## src/rtl/serial_deserializer.sv

```systemverilog
// rtl/serial_deserializer.sv - LSB-first serial-to-parallel receiver with ack/overrun output stage
module serial_deserializer #(
  parameter int WIDTH = 8
) (
  input  logic             clk,
  input  logic             rst,
  input  logic             start,
  input  logic             shift,
  input  logic             din,
  input  logic             ack,
  output logic [WIDTH-1:0] q,
  output logic             valid,
  output logic             busy,
  output logic             overrun
);

  localparam int CW = $clog2(WIDTH);
  localparam logic [CW-1:0] LAST = CW'(WIDTH - 1);

  typedef enum logic {IDLE, RECV} state_t;

  state_t           state;
  logic [WIDTH-1:0] sreg;
  logic [CW-1:0]    cnt;
  logic [WIDTH-1:0] next_word;

  assign next_word = {din, sreg[WIDTH-1:1]};

  always_ff @(posedge clk or negedge rst) begin
    if (!rst) begin
      state   <= IDLE;
      sreg    <= '0;
      cnt     <= '0;
      q       <= '0;
      valid   <= 1'b0;
      busy    <= 1'b0;
      overrun <= 1'b0;
    end else begin
      // A completing word below overrides this clear of valid when both coincide.
      if (ack && valid) begin
        valid   <= 1'b0;
        overrun <= 1'b0;
      end
      case (state)
        IDLE: begin
          if (start) begin
            cnt   <= '0;
            state <= RECV;
            busy  <= 1'b1;
          end
        end
        RECV: begin
          if (start) begin
            cnt <= '0;
          end else if (shift) begin
            sreg <= next_word;
            if (cnt == LAST) begin
              q     <= next_word;
              valid <= 1'b1;
              if (valid && !ack)
                overrun <= 1'b1;
              cnt   <= '0;
              state <= IDLE;
              busy  <= 1'b0;
            end else begin
              cnt <= cnt + 1'b1;
            end
          end
        end
        default: state <= IDLE;
      endcase
    end
  end

endmodule

```

## config.mk

```make
export PLATFORM = sky130hd
export DESIGN_NAME = serial_deserializer
export DESIGN_NICKNAME = d
export VERILOG_FILES = /design/src/rtl/serial_deserializer.sv
export SDC_FILE = /design/constraint.sdc
export NUM_CORES = 1
export LEC_CHECK = 0
export BUFFER_PORTS_ARGS = -buffer_cell sky130_fd_sc_hd__buf_2
export CAP_MARGIN = 20
export CORE_MARGIN = 3
export CORE_UTILIZATION = 52
export CTS_CLUSTER_SIZE = 25
export DETAILED_ROUTE_END_ITERATION = 6
export MAX_ROUTING_LAYER = met4
export PLACE_DENSITY_LB_ADDON = 0.08
export SYNTH_ARGS = -nofsm -noshare
export SYNTH_HDL_FRONTEND = slang
export SYNTH_SLANG_ARGS = --single-unit
export TNS_END_PERCENT = 30
```

## constraint.sdc

```tcl
create_clock -name clk -period 2.1 [get_ports clk]
set_clock_uncertainty 0.15 [all_clocks]
set_input_delay 0.105 -clock clk [delete_from_list [all_inputs] [get_ports clk]]
set_output_delay 0.105 -clock clk [all_outputs]
set_load 0.01 [all_outputs]
```

# After elaboration in Yosys (flattened, before gate mapping)
# Index checks and enable logic that the tools add are counted.
[totals]
reg_bits = 23
wordCells = 49
[classes]
n_addsub = 1
n_eq_ne = 6
n_mux = 26
n_bitwise = 2
reduce_logical = 7
[ops]
columns = ["operator", "n"]
rows = [
  ["$mux 1", 19],
  ["$mux 3", 4],
  ["$reduce_and 4->1", 2],
  ["$ne 2x2->1 const B", 3],
  ["$pmux 3 s2", 1],
  ["$pmux 1 s2", 2],
  ["$add 3x1->3 const B", 1],
  ["$eq 3x3->1 const B", 1],
  ["$ne 3x3->1 const B", 1],
  ["$reduce_and 3->1", 1],
  ["$logic_and 1x1->1", 2],
  ["$ne 2x1->1 const B", 1],
  ["$not 1->1", 2],
  ["$reduce_and 2->1", 1],
  ["$logic_not 1->1", 1],
]

# Logic depth before layout (Yosys ltp)
# Gate-level depths: netlist of the first run.
[logic_depth]
ltp_word = 7
ltp_mapped = 4
ltp_nobuf = 4

# Least setup slack after synthesis of the first run
# No wires, ideal clock.
[synth_timing]
path_kind = "register -> register"
start = "reg cnt[0]"
end = "reg q[0]"
setup_ns = 0.125
t_arrival_ns = 1.276
t_required_ns = 1.825
slack_ns = 0.549
stages_incl_launch_ff = 5
path_buffers = 0
synth_period_minus_slack_ns = 1.551
cell_sequence = "dfrtp_1 > ha_1 > ha_1 > nand4b_4 > mux2_2"
[synth_via]
elab_chain_cells = 2
[synth_rtl]
columns = ["element", "line", "source"]
rows = [
  ["start, declared", "24", "logic [CW-1:0] cnt;"],
  ["start signal, assigned", "66", "cnt <= cnt + 1'b1;"],
  ["$eq 3x3->1", "57", "if (cnt == LAST) begin"],
  ["$reduce_and 4->1 (no line)", "-", ""],
  ["end signal, assigned", "58", "q <= next_word;"],
  ["end, declared", "11", "output logic [WIDTH-1:0] q,"],
]
# No other way between the ends.
# A chain may end at the register's enable or synchronous reset.

# Final worst setup path of the first run
[layout_timing]
start = "reg cnt[0]"
end = "reg cnt[2]"
[layout_via]
elab_chain_cells = 5
word_cells_on_any_way = 6
[layout_rtl]
columns = ["element", "line", "source"]
rows = [
  ["$add 3x1->3 or $eq 3x3->1 (tied branches)", "66, 57", ""],
  ["$mux 3 (*)", "57", ""],
  ["$mux 3 (*)", "55", "end else if (shift) begin"],
  ["$mux 3 (*)", "53", "if (start) begin"],
  ["$pmux 3 s2 (*)", "44", "case (state)"],
]
# Every way passes the cells marked *; elsewhere a longest branch is shown, timed or not. The select of a mux whose other input is x is not followed.

==> results of run 1 <==
-- logic make-up after synthesis --
logic type,share of synthesized area
flip-flops,0.580
multiplexers,0.178
AO/OA/AOI/OAI,0.0817
AND/OR/NAND/NOR,0.0935
buffers and inverters,0.0277
adder cells (fa/ha/maj),0.0395
-- worst paths after layout --
kind	startpoint	depth (start not counted)	to	slack, ns
min reg2reg	q[6]$_DFFE_PN0P_	1	q[6]$_DFFE_PN0P_	0.36
min in group asynchronous	rst	2	cnt[2]$_DFFE_PN0P_	0.14
min	shift	3	cnt[0]$_DFFE_PN0P_	0.03
max in group asynchronous	rst	2	q[3]$_DFFE_PN0P_	1.34
max reg2reg	cnt[0]$_DFFE_PN0P_	5	cnt[2]$_DFFE_PN0P_	0.20
max	cnt[0]$_DFFE_PN0P_	5	cnt[2]$_DFFE_PN0P_	0.20
-- synth_stat cells, types with 2 or more instances --
cell     number
a21bo_2       3
a21oi_1       3
buf_4         2
dfrtp_1      22
ha_1          3
inv_1         3
mux2_2       15
-- area by class of cell --
type                    instances  area share
flip-flops and latches         22       0.487
multi-input cells              37       0.330
repair buffers                 21       0.115
clock buffers                   4      0.0321
well taps                      24      0.0265
inverters                       3     0.00996
-- power by group through the flow --
stage,combinational (W),sequential [W],clock (W)
after floorplan,0.0000652,0.000510,0
after global placement,0.0000829,0.000520,0
after detailed placement,0.0000870,0.000522,0
after CTS,0.0000935,0.000513,0.000237
after global routing,0.000103,0.000520,0.000257
final,0.0000914,0.000513,0.000227
-- stage by stage --
step	std cells	instance area, µm²
3_3_place_gp	102	1040
6_report	111	1130
3_5_place_dp	102	1040
5_1_grt	111	1130
4_1_cts	111	1130
2_1_floorplan	64	950
-- worst max-delay path, stage by stage, from the launching register on --
cell and delay [ns]:
dfrtp_1 0.41, ha_1 0.23, ha_1 0.29, nand3_1 0.08
a21oi_1 0.14, dlygate4sd3_1 0.55
-- routing by layer --
layer  part of all wire  vias to the layer above  global-route usage  wire length [µm]
met5                  0                        -                   -                 0
li1                   -                      276                   -                 -
met1               0.46                      288               0.165               692
met2               0.50                       12               0.249               753
met4             0.0067                        0              0.0569                10
met3              0.029                        2              0.0307                44
-- sequential cells by signal, summed over array words and instances, names as in the netlist, named ones only --
name / cells
busy: 1
cnt: 3
q: 8
sreg: 7
state: 1
valid: 1
-- repair_timing --
item                                   4_1_cts  5_1_grt
setup buffers                                0        0
endpoints found under the hold margin       30        0
hold buffers                                 5        0
==> metrics.md, run 1 <==
| Metric | Value |
|---|---|
| PostCTS Resize Cnt | `0` |
| Synth Instances | `64` |
| Async SR Flop Fraction | `1.00` |
| DRT Wirelength | `1.50 mm` |
| Antenna violations before repair | `0` |
| Nets | `97` |
| Synth top area cells | `dfrtp_1 (58%), mux2_2 (18%), ha_1 (4.0%), a21bo_2 (3.2%), nand4b_4 (2.5%)` |
| Routed length per instance | `between 10 and 15 µm` |
| Power Density | `735 nW/µm²` |
| Worst slew margin | `0.675` |
| Worst Path Required | `2.20 ns` |
| First-pass GRT wire length | `2.55 mm` |
| Internal power | `0.000641 W` |
| Maxcap violations | `0` |
| Synthesized net count | `73` |
| Initial DRT Pass Iterations | `4` |
| Max Slew Vio Count | `0` |
| Clock sink count | `22` |
| Commonest non-fill, non-tap cell in the layout | `dfrtp_1` |
| Std-Cell Rows | `14` |
| Max Clock Freq | `0.527 GHz` |
| Die extent in y | `48.7 µm` |
| Worst vdd ir | `0.000546 V` |
| Main synth FF type | `dfrtp_1` |
| Ant. Diodes | `0` |
| Layout cell share with drive strength beyond 1 | `0.471` |
| # fillers | `139` |
| RSZ-0062 raised after global routing | `false` |
| Largest net degree at the start of global routing | `23` |
| Leak | `approximately 0.60 nW` |
| Crit Path Max Fanout | `3` |
| Area delta synth->final | `19.1%` |
| Die width | `48.7 µm` |
| # setup viols final | `0` |
| HP Class | `input port to register` |
| Fin crit share | `0.903` |
| Number of synthesized flops with an enable pin | `0` |
| Initial Util | `0.589` |
| Starting DRT DRC Count | `2` |
| Total design power | `0.000831 W` |
| Clk pwr share | `0.273` |
| Status | `completed` |
| Vias | `578` |
| Critical Path End Type | `register` |
| Yosys top cell area share | `0.580` |
| Root buffer cell | `clkbuf_4` |
| Hpwl dp | `1.06 mm` |
| Finished Core Util | `0.702` |
| CTS Buf Count | `3` |
| Synth Warn # | `0` |
| Sequential Power Share | `0.617` |
| Die area | `approximately 2400 µm²` |
| Final hold vios | `0` |
| Post-synthesis sequential area ratio | `0.580` |
| Port buffer count | `16` |
| Pre-CTS WS | `around 0.44 ns` |
| Drt drc | `0` |
| Clk slew on worst S/H paths | `0.12 ns` |
| Cell taking the most area after synthesis | `dfrtp_1` |
| Setup TNS | `0 ns` |
| Flip-flop and latch area | `551 µm²` |
| Post-synthesis instance area | `about 950 µm²` |
| Critical path class | `register to register` |
| Hold WS | `about 0.033 ns` |
| Multi-input logic area | `373 µm²` |
| CTS tree | `built` |
| Unique masters post-synth | `20` |
| Vias in the first global route | `580` |
| Register bit count reported by yosys | `22` |
| Routability cong. | `0.779` |
| Core ar. | `1610 µm²` |
| Switching Power | `about 0.00019 W` |
| Commonest non-fill, non-tap cells in the layout | `dfrtp_1 (22), buf_2 (16), mux2_2 (15)` |
| Fin crit period | `1.90 ns` |
| Worst-margin pin slew | `just under 0.5 ns` |
| PnR worst setup slack | `0.203 ns` |
| Mean Syn Cell Area | `14.8 µm²` |
| Clk_lat worst skew | `0.30 ns` |
| Switching part of the total | `0.229` |
| Clk buf depth | `2` |
| Gr usage total | `0.145` |
| CP arrival | `1.99 ns` |
| Setup crit start kind | `register` |
| Total gr overflow | `0` |
| Number of vias per cell | `about 5.2` |
| Max H-tree Level | `1` |
| I/O Pins | `17` |
| Logic pwr share | `0.110` |
| Routed Antenna Nets | `0` |
Power figures use the tool's default switching activity.
==> run 2, diff against run 1 <==
==> constraint.sdc (replaced) <==
create_clock -name clk -period 2.1 [get_ports clk]
set_clock_uncertainty 0.15 [all_clocks]
set_input_delay 0.21 -clock clk [delete_from_list [all_inputs] [get_ports clk]]
set_output_delay 0.21 -clock clk [all_outputs]
set_load 0.01 [all_outputs]
==> metrics.md, run 2 (synthesized netlist as in run 1, its figures left out) <==
| Metric | Value |
|---|---|
| DRT Wirelength | `~1.5 mm` |
| Largest Register | `q` |
| Starting DRT DRC Count | `2` |
| Clk buf depth | `2` |
| Layout cell share with drive strength beyond 1 | `0.477` |
| Ant. Diodes | `0` |
| Power Density | `between 700 and 800 nW/µm²` |
| Std-Cell Rows | `14` |
| CTS Buf Count | `3` |
| Antenna violations before repair | `0` |
| CTS tree | `built` |
| CP arrival | `1.72 ns` |
| Crit path largest cell delay | `0.41 ns` |
| CP max-delay cell | `dfrtp_1` |
| Status | `completed` |
| Fin crit share | `0.797` |
| Die width | `48.7 µm` |
| # setup viols final | `0` |
| Post-CTS Repair Setup Buffers | `0` |
| Hpwl dp | `1.06 mm` |
| Max reg flops | `8` |
| Worst Path Required | `2.15 ns` |
| Routability cong. | `0.779` |
| Clock sink count | `22` |
| Vias in the first global route | `580` |
| Die area | `2380 µm²` |
| HP Class | `input port to register` |
| Setup crit start kind | `register` |
| First-pass GRT wire length | `2.55 mm` |
| Flop-to-flop setup slack | `0.43 ns` |
| Worst-margin pin slew | `between 0.4 and 0.5 ns` |
| Hold WS | `a little over 0.1 ns` |
| Finished Core Util | `0.696` |
| # fillers | `about 140` |
| Area delta synth->final | `18.1%` |
| Vias | `561` |
| Clk_lat worst skew | `0.30 ns` |
| Critical path class | `register to register` |
| Core ar. | `1610 µm²` |
| Fin crit period | `1.67 ns` |
| Final hold vios | `0` |
| Total gr overflow | `0` |
| Initial Util | `0.589` |
| Max Clock Freq | `0.598 GHz` |
| Critical Path End Type | `register` |
| Worst slew margin | `0.673` |
| Die extent in y | `about 49 µm` |
| PostCTS Resize Cnt | `0` |
| Max Slew Vio Count | `0` |
| Root buffer cell | `clkbuf_4` |
| Largest net degree at the start of global routing | `23` |
| Maxcap violations | `0` |
| Number of vias per cell | `5.10` |
| Port buffer count | `16` |
| Finished Layout Cells | `110` |
| Routed length per instance | `about 14 µm` |
| Critical path cell sequence | `ha_1 > ha_1 > nand4b_4 > mux2_2` |
| Nets | `96` |
| Setup TNS | `0 ns` |
| Initial DRT Pass Iterations | `2` |
| Largest registers | `q: 8 flops, sreg: 7 flops, cnt: 3 flops` |
| Worst vdd ir | `roughly 0.00054 V` |
| I/O Pins | `17` |
| Clk slew on worst S/H paths | `0.12 ns` |
| Gr usage total | `0.145` |
| Max H-tree Level | `1` |
| Placed insts | `102` |
| Routed Antenna Nets | `0` |
| Crit Path Max Fanout | `9` |
| RSZ-0062 raised after global routing | `false` |
| Commonest non-fill, non-tap cells in the layout | `dfrtp_1 (22), buf_2 (16), mux2_2 (15)` |
| Leak | `0.589 nW` |
| Drt drc | `0` |
| Commonest non-fill, non-tap cell in the layout | `dfrtp_1` |
| Most frequent CP cell | `ha_1` |
run 2: cell count changes in the layout (fill, tap and decap cells not counted):
| cell | before | now |
|---|---|---|
| dlygate4sd3_1 | 5 | 4 |
run 2: critical path, delay by kind of cell (launching register included):
kind | cells | cell delay (ns)
AND/OR/NAND/NOR | 1 | 0.19
flip-flops | 1 | 0.41
adder cells (fa/ha/maj) | 2 | 0.47
multiplexers | 1 | 0.36
run 2: metal layers:
metal	part of all wire	GRT usage	vias to the layer above	routed length, µm
met1	0.46	0.165	277	690
met3	0.030	0.0307	2	44
met5	0	-	-	0
li1	-	-	270	-
met4	0.0067	0.0569	0	10
met2	0.50	0.249	12	743
run 2: through the flow:
stage / setup WS [ns] / area (µm²) / total power, W
floorplan: 0.549 / 950 / 0.000575
global placement: 0.489 / 1040 / 0.000603
detailed placement: 0.439 / 1040 / 0.000609
CTS: 0.414 / 1120 / 0.000843
global route: 0.361 / 1120 / 0.000880
finish: 0.427 / 1120 / 0.000831
run 2: cell type report:
| class | instances | area (µm²) | share of cell area |
|---|---|---|---|
| flip-flops and latches | 22 | 551 | 0.491 |
| multi-input cells | 37 | 373 | 0.333 |
| repair buffers | 20 | 120 | 0.107 |
| clock buffers | 4 | 36.3 | 0.0324 |
| well taps | 24 | 30.0 | 0.0268 |
| inverters | 3 | 11.3 | 0.0100 |
run 2: repair_timing:
item | 4_1_cts | 5_1_grt
hold endpoints to repair | 27 | 0
setup endpoints to repair | 0 | 0
hold buffers | 4 | 0
run 2: path summary, 6_finish.rpt:
check / from / end / cells past startpoint
setup / recovery: cnt[0]$_DFFE_PN0P_ / q[7]$_DFFE_PN0P_ / 4
hold / removal: shift / cnt[2]$_DFFE_PN0P_ / 3
setup reg to reg: cnt[0]$_DFFE_PN0P_ / q[7]$_DFFE_PN0P_ / 4
hold reg to reg: q[6]$_DFFE_PN0P_ / q[6]$_DFFE_PN0P_ / 1
max in group asynchronous: rst / state$_DFF_PN0_ / 2
min in group asynchronous: rst / sreg[1]$_DFFE_PN0P_ / 2
run 2: power breakdown:
group	switching [W]	internal (W)
Combinational	0.0000336	0.0000573
Sequential	0.0000344	0.000478
Clock	0.000123	0.000106
Total	0.000191	0.000641
==> run 3, diff against run 2 <==
Settings changed: ABC_AREA from default to 1, CORE_UTILIZATION 52 to 47.
Clock period 2.1 ns to 1.4 ns, I/O delays scaled along.
==> metrics.md, run 3 <==
| Metric | Value |
|---|---|
| Worst Setup SP | `cnt[1]$_DFFE_PN0P_` |
| Largest net degree at the start of global routing | `23` |
| Antenna violations before repair | `0` |
| Total gr overflow | `0` |
| Synth Warn # | `0` |
| Leak | `0.628 nW` |
| Cell taking the most area after synthesis | `dfrtp_1` |
| Worst Path Required | `~1.5 ns` |
| Commonest non-fill, non-tap cells in the layout | `dfrtp_1 (22), nand2_1 (16), buf_2 (16)` |
| Min-Delay Startpoint | `start` |
| Core ar. | `1820 µm²` |
| HP Class | `input port to register` |
| Max reg flops | `8` |
| Initial Util | `0.520` |
| Switching Power | `about 0.00029 W` |
| Largest Register | `q` |
| Final hold vios | `0` |
| Critical Path End Type | `register` |
| Die extent in y | `50.9 µm` |
| Internal power | `0.00102 W` |
| Clock sink count | `22` |
| Gr usage total | `0.147` |
| Fin crit period | `1.34 ns` |
| Nets | `approximately 130` |
| Yosys top cell area share | `0.582` |
| CTS tree | `built` |
| CP arrival | `1.39 ns` |
| Reg-to-Reg Start | `cnt[1]$_DFFE_PN0P_` |
| Max Slew Vio Count | `0` |
| Mean Syn Cell Area | `about 10 µm²` |
| Max Clock Freq | `approximately 0.75 GHz` |
| Register bit count reported by yosys | `22` |
| Starting DRT DRC Count | `7` |
| Commonest non-fill, non-tap cell in the layout | `dfrtp_1` |
| Most frequent cell after synthesis | `nand2_1` |
| Clk slew on worst S/H paths | `about 0.12 ns` |
| Routed length per instance | `11.2 µm` |
| Routability cong. | `0.776` |
| # setup viols final | `0` |
| Vias in the first global route | `between 600 and 700` |
| CP max-delay cell | `dfrtp_1` |
| Largest registers | `q: 8 flops, sreg: 7 flops, cnt: 3 flops` |
| RSZ-0062 raised after global routing | `false` |
| Max H-tree Level | `1` |
| Post-synthesis sequential area ratio | `0.582` |
| First-pass GRT wire length | `~2.8 mm` |
| Setup crit start kind | `register` |
| Main synth FF type | `dfrtp_1` |
| Port buffer count | `16` |
| Status | `completed` |
| Worst slew margin | `0.688` |
| Vias | `around 680` |
| Maxcap violations | `0` |
| Switching part of the total | `0.222` |
| Clk_lat worst skew | `0.30 ns` |
| Hpwl dp | `1.14 mm` |
| Critical path cell sequence | `ha_2 > ha_4 > nand2_4 > inv_8 > nand2_8 > nand2_2 > o21ai_2` |
| Die width | `50.9 µm` |
| Initial DRT Pass Iterations | `4` |
| Worst vdd ir | `0.000562 V` |
| # fillers | `161` |
| Hold WS | `0.0267 ns` |
| Power Density | `1070 nW/µm²` |
| Root buffer cell | `clkbuf_4` |
| Ant. Diodes | `0` |
| Drt drc | `0` |
| Routed Antenna Nets | `0` |
| Crit path largest cell delay | `0.39 ns` |
| Setup TNS | `0 ns` |
| Std-Cell Rows | `15` |
| Number of synthesized flops with an enable pin | `0` |
| Synthesized net count | `a little over 100` |
| Area delta synth->final | `29.9%` |
| Layout cell share with drive strength beyond 1 | `0.387` |
| Synth top area cells | `dfrtp_1 (58%), nand2_1 (9.5%), o21ai_2 (5.6%), o21ai_0 (5.3%), inv_1 (5.2%)` |
| DRT Wirelength | `1.61 mm` |
| Fin crit share | `0.957` |
| Synth Instances | `94` |
| Post-synthesis instance area | `around 950 µm²` |
| Logic pwr share | `0.104` |
| Async SR Flop Fraction | `1.00` |
| Sequential Power Share | `0.535` |
| Worst-margin pin slew | `between 0.4 and 0.5 ns` |
| Clk buf depth | `2` |
| Clk pwr share | `0.361` |
| Die area | `2590 µm²` |
| CTS Buf Count | `3` |
| Critical path class | `register to register` |
| I/O Pins | `17` |
| List of most frequent post-synthesis cells | `nand2_1 (24), dfrtp_1 (22), inv_1 (13)` |
| Number of vias per cell | `4.69` |
| Crit Path Max Fanout | `7` |
| Unique masters post-synth | `14` |
==> run 3: cell count changes after synthesis, sizes merged, moves of 2 or more <==
| cell | before | now |
|---|---|---|
| a21bo | 3 | 0 |
| inv | 3 | 13 |
| mux2 | 15 | 0 |
| nand2 | 1 | 26 |
| nand3 | 1 | 7 |
| nand4b | 2 | 0 |
| nor2 | 1 | 3 |
| o21ai | 0 | 16 |
==> run 3: routing by layer <==
layer,wire length (µm),global-route usage,part of all wire,up-vias
met4,15,0.0807,0.0093,0
met1,796,0.188,0.49,310
met2,735,0.224,0.46,13
met3,61,0.0262,0.038,2
met5,0,-,0,-
li1,-,-,-,351
==> run 3: through the flow <==
step	setup slack, ns	total power [W]	util	instance area (µm²)	cells
global placement	0.00999	0.000834	0.585	1060	135
CTS	0.00604	0.00133	0.635	1160	142
finish	0.0598	0.00131	0.675	1230	144
floorplan	0.00734	0.000786	-	948	94
global route	0.00871	0.00138	0.675	1230	144
detailed placement	-0.0187	0.000839	0.585	1060	135
==> run 3: power groups by stage <==
stage / Sequential, W / Clock [W] / Combinational (W)
after floorplan: 0.000714 / 0 / 0.0000717
after global placement: 0.000714 / 0 / 0.000120
after detailed placement: 0.000715 / 0 / 0.000124
after CTS: 0.000703 / 0.000495 / 0.000132
after global routing: 0.000708 / 0.000516 / 0.000158
final: 0.000703 / 0.000475 / 0.000137
==> run 3: worst paths after layout <==
kind / to / cells past startpoint / slack (ns)
worst max-delay path: q[3]$_DFFE_PN0P_ / 7 / 0.06
worst min-delay path: cnt[1]$_DFFE_PN0P_ / 4 / 0.03
worst max register to register: q[3]$_DFFE_PN0P_ / 7 / 0.06
worst min register to register: q[5]$_DFFE_PN0P_ / 2 / 0.33
max in group asynchronous: q[3]$_DFFE_PN0P_ / 2 / 0.62
min in group asynchronous: async pin / 2 / 0.16
==> run 3: cell type report <==
class | count | area [µm²] | area share
Clock buffer | 3 | 22.5 | 0.0183
Clock inverter | 1 | 30.0 | 0.0244
Inverter | 13 | 56.3 | 0.0458
Multi-Input combinational cell | 58 | 393 | 0.320
Sequential cell | 22 | 551 | 0.448
Tap cell | 25 | 31.3 | 0.0255
Timing Repair Buffer | 22 | 145 | 0.118
==> run 3: critical path: cells and delay by family (launching register included) <==
family,cells,cell delay [ns]
buffers and inverters,1,0.09
flip-flops,1,0.39
AO/OA/AOI/OAI,1,0.05
AND/OR/NAND/NOR,3,0.22
adder cells (fa/ha/maj),2,0.36
==> run 3: timing repair <==
| action | 4_1_cts | 5_1_grt |
|---|---|---|
| gates cloned | 0 | 1 |
| setup endpoints to repair | 8 | 9 |
| hold buffers | 3 | 0 |
| pin swaps | 1 | 2 |
| endpoints found under the hold margin | 26 | 0 |
| buffers inserted | 0 | 1 |
| gates resized for setup | 1 | 16 |
==> run 3: cell families (layout without fill, tap and decap cells) <==
kind of cell / after synthesis / in the layout / share of synthesized area
compound gates: 18 / 18 / 0.119
simple gates: 36 / 37 / 0.184
flops: 22 / 22 / 0.582
buf+inv: 15 / 39 / 0.0754
fa+ha+maj: 3 / 3 / 0.0397
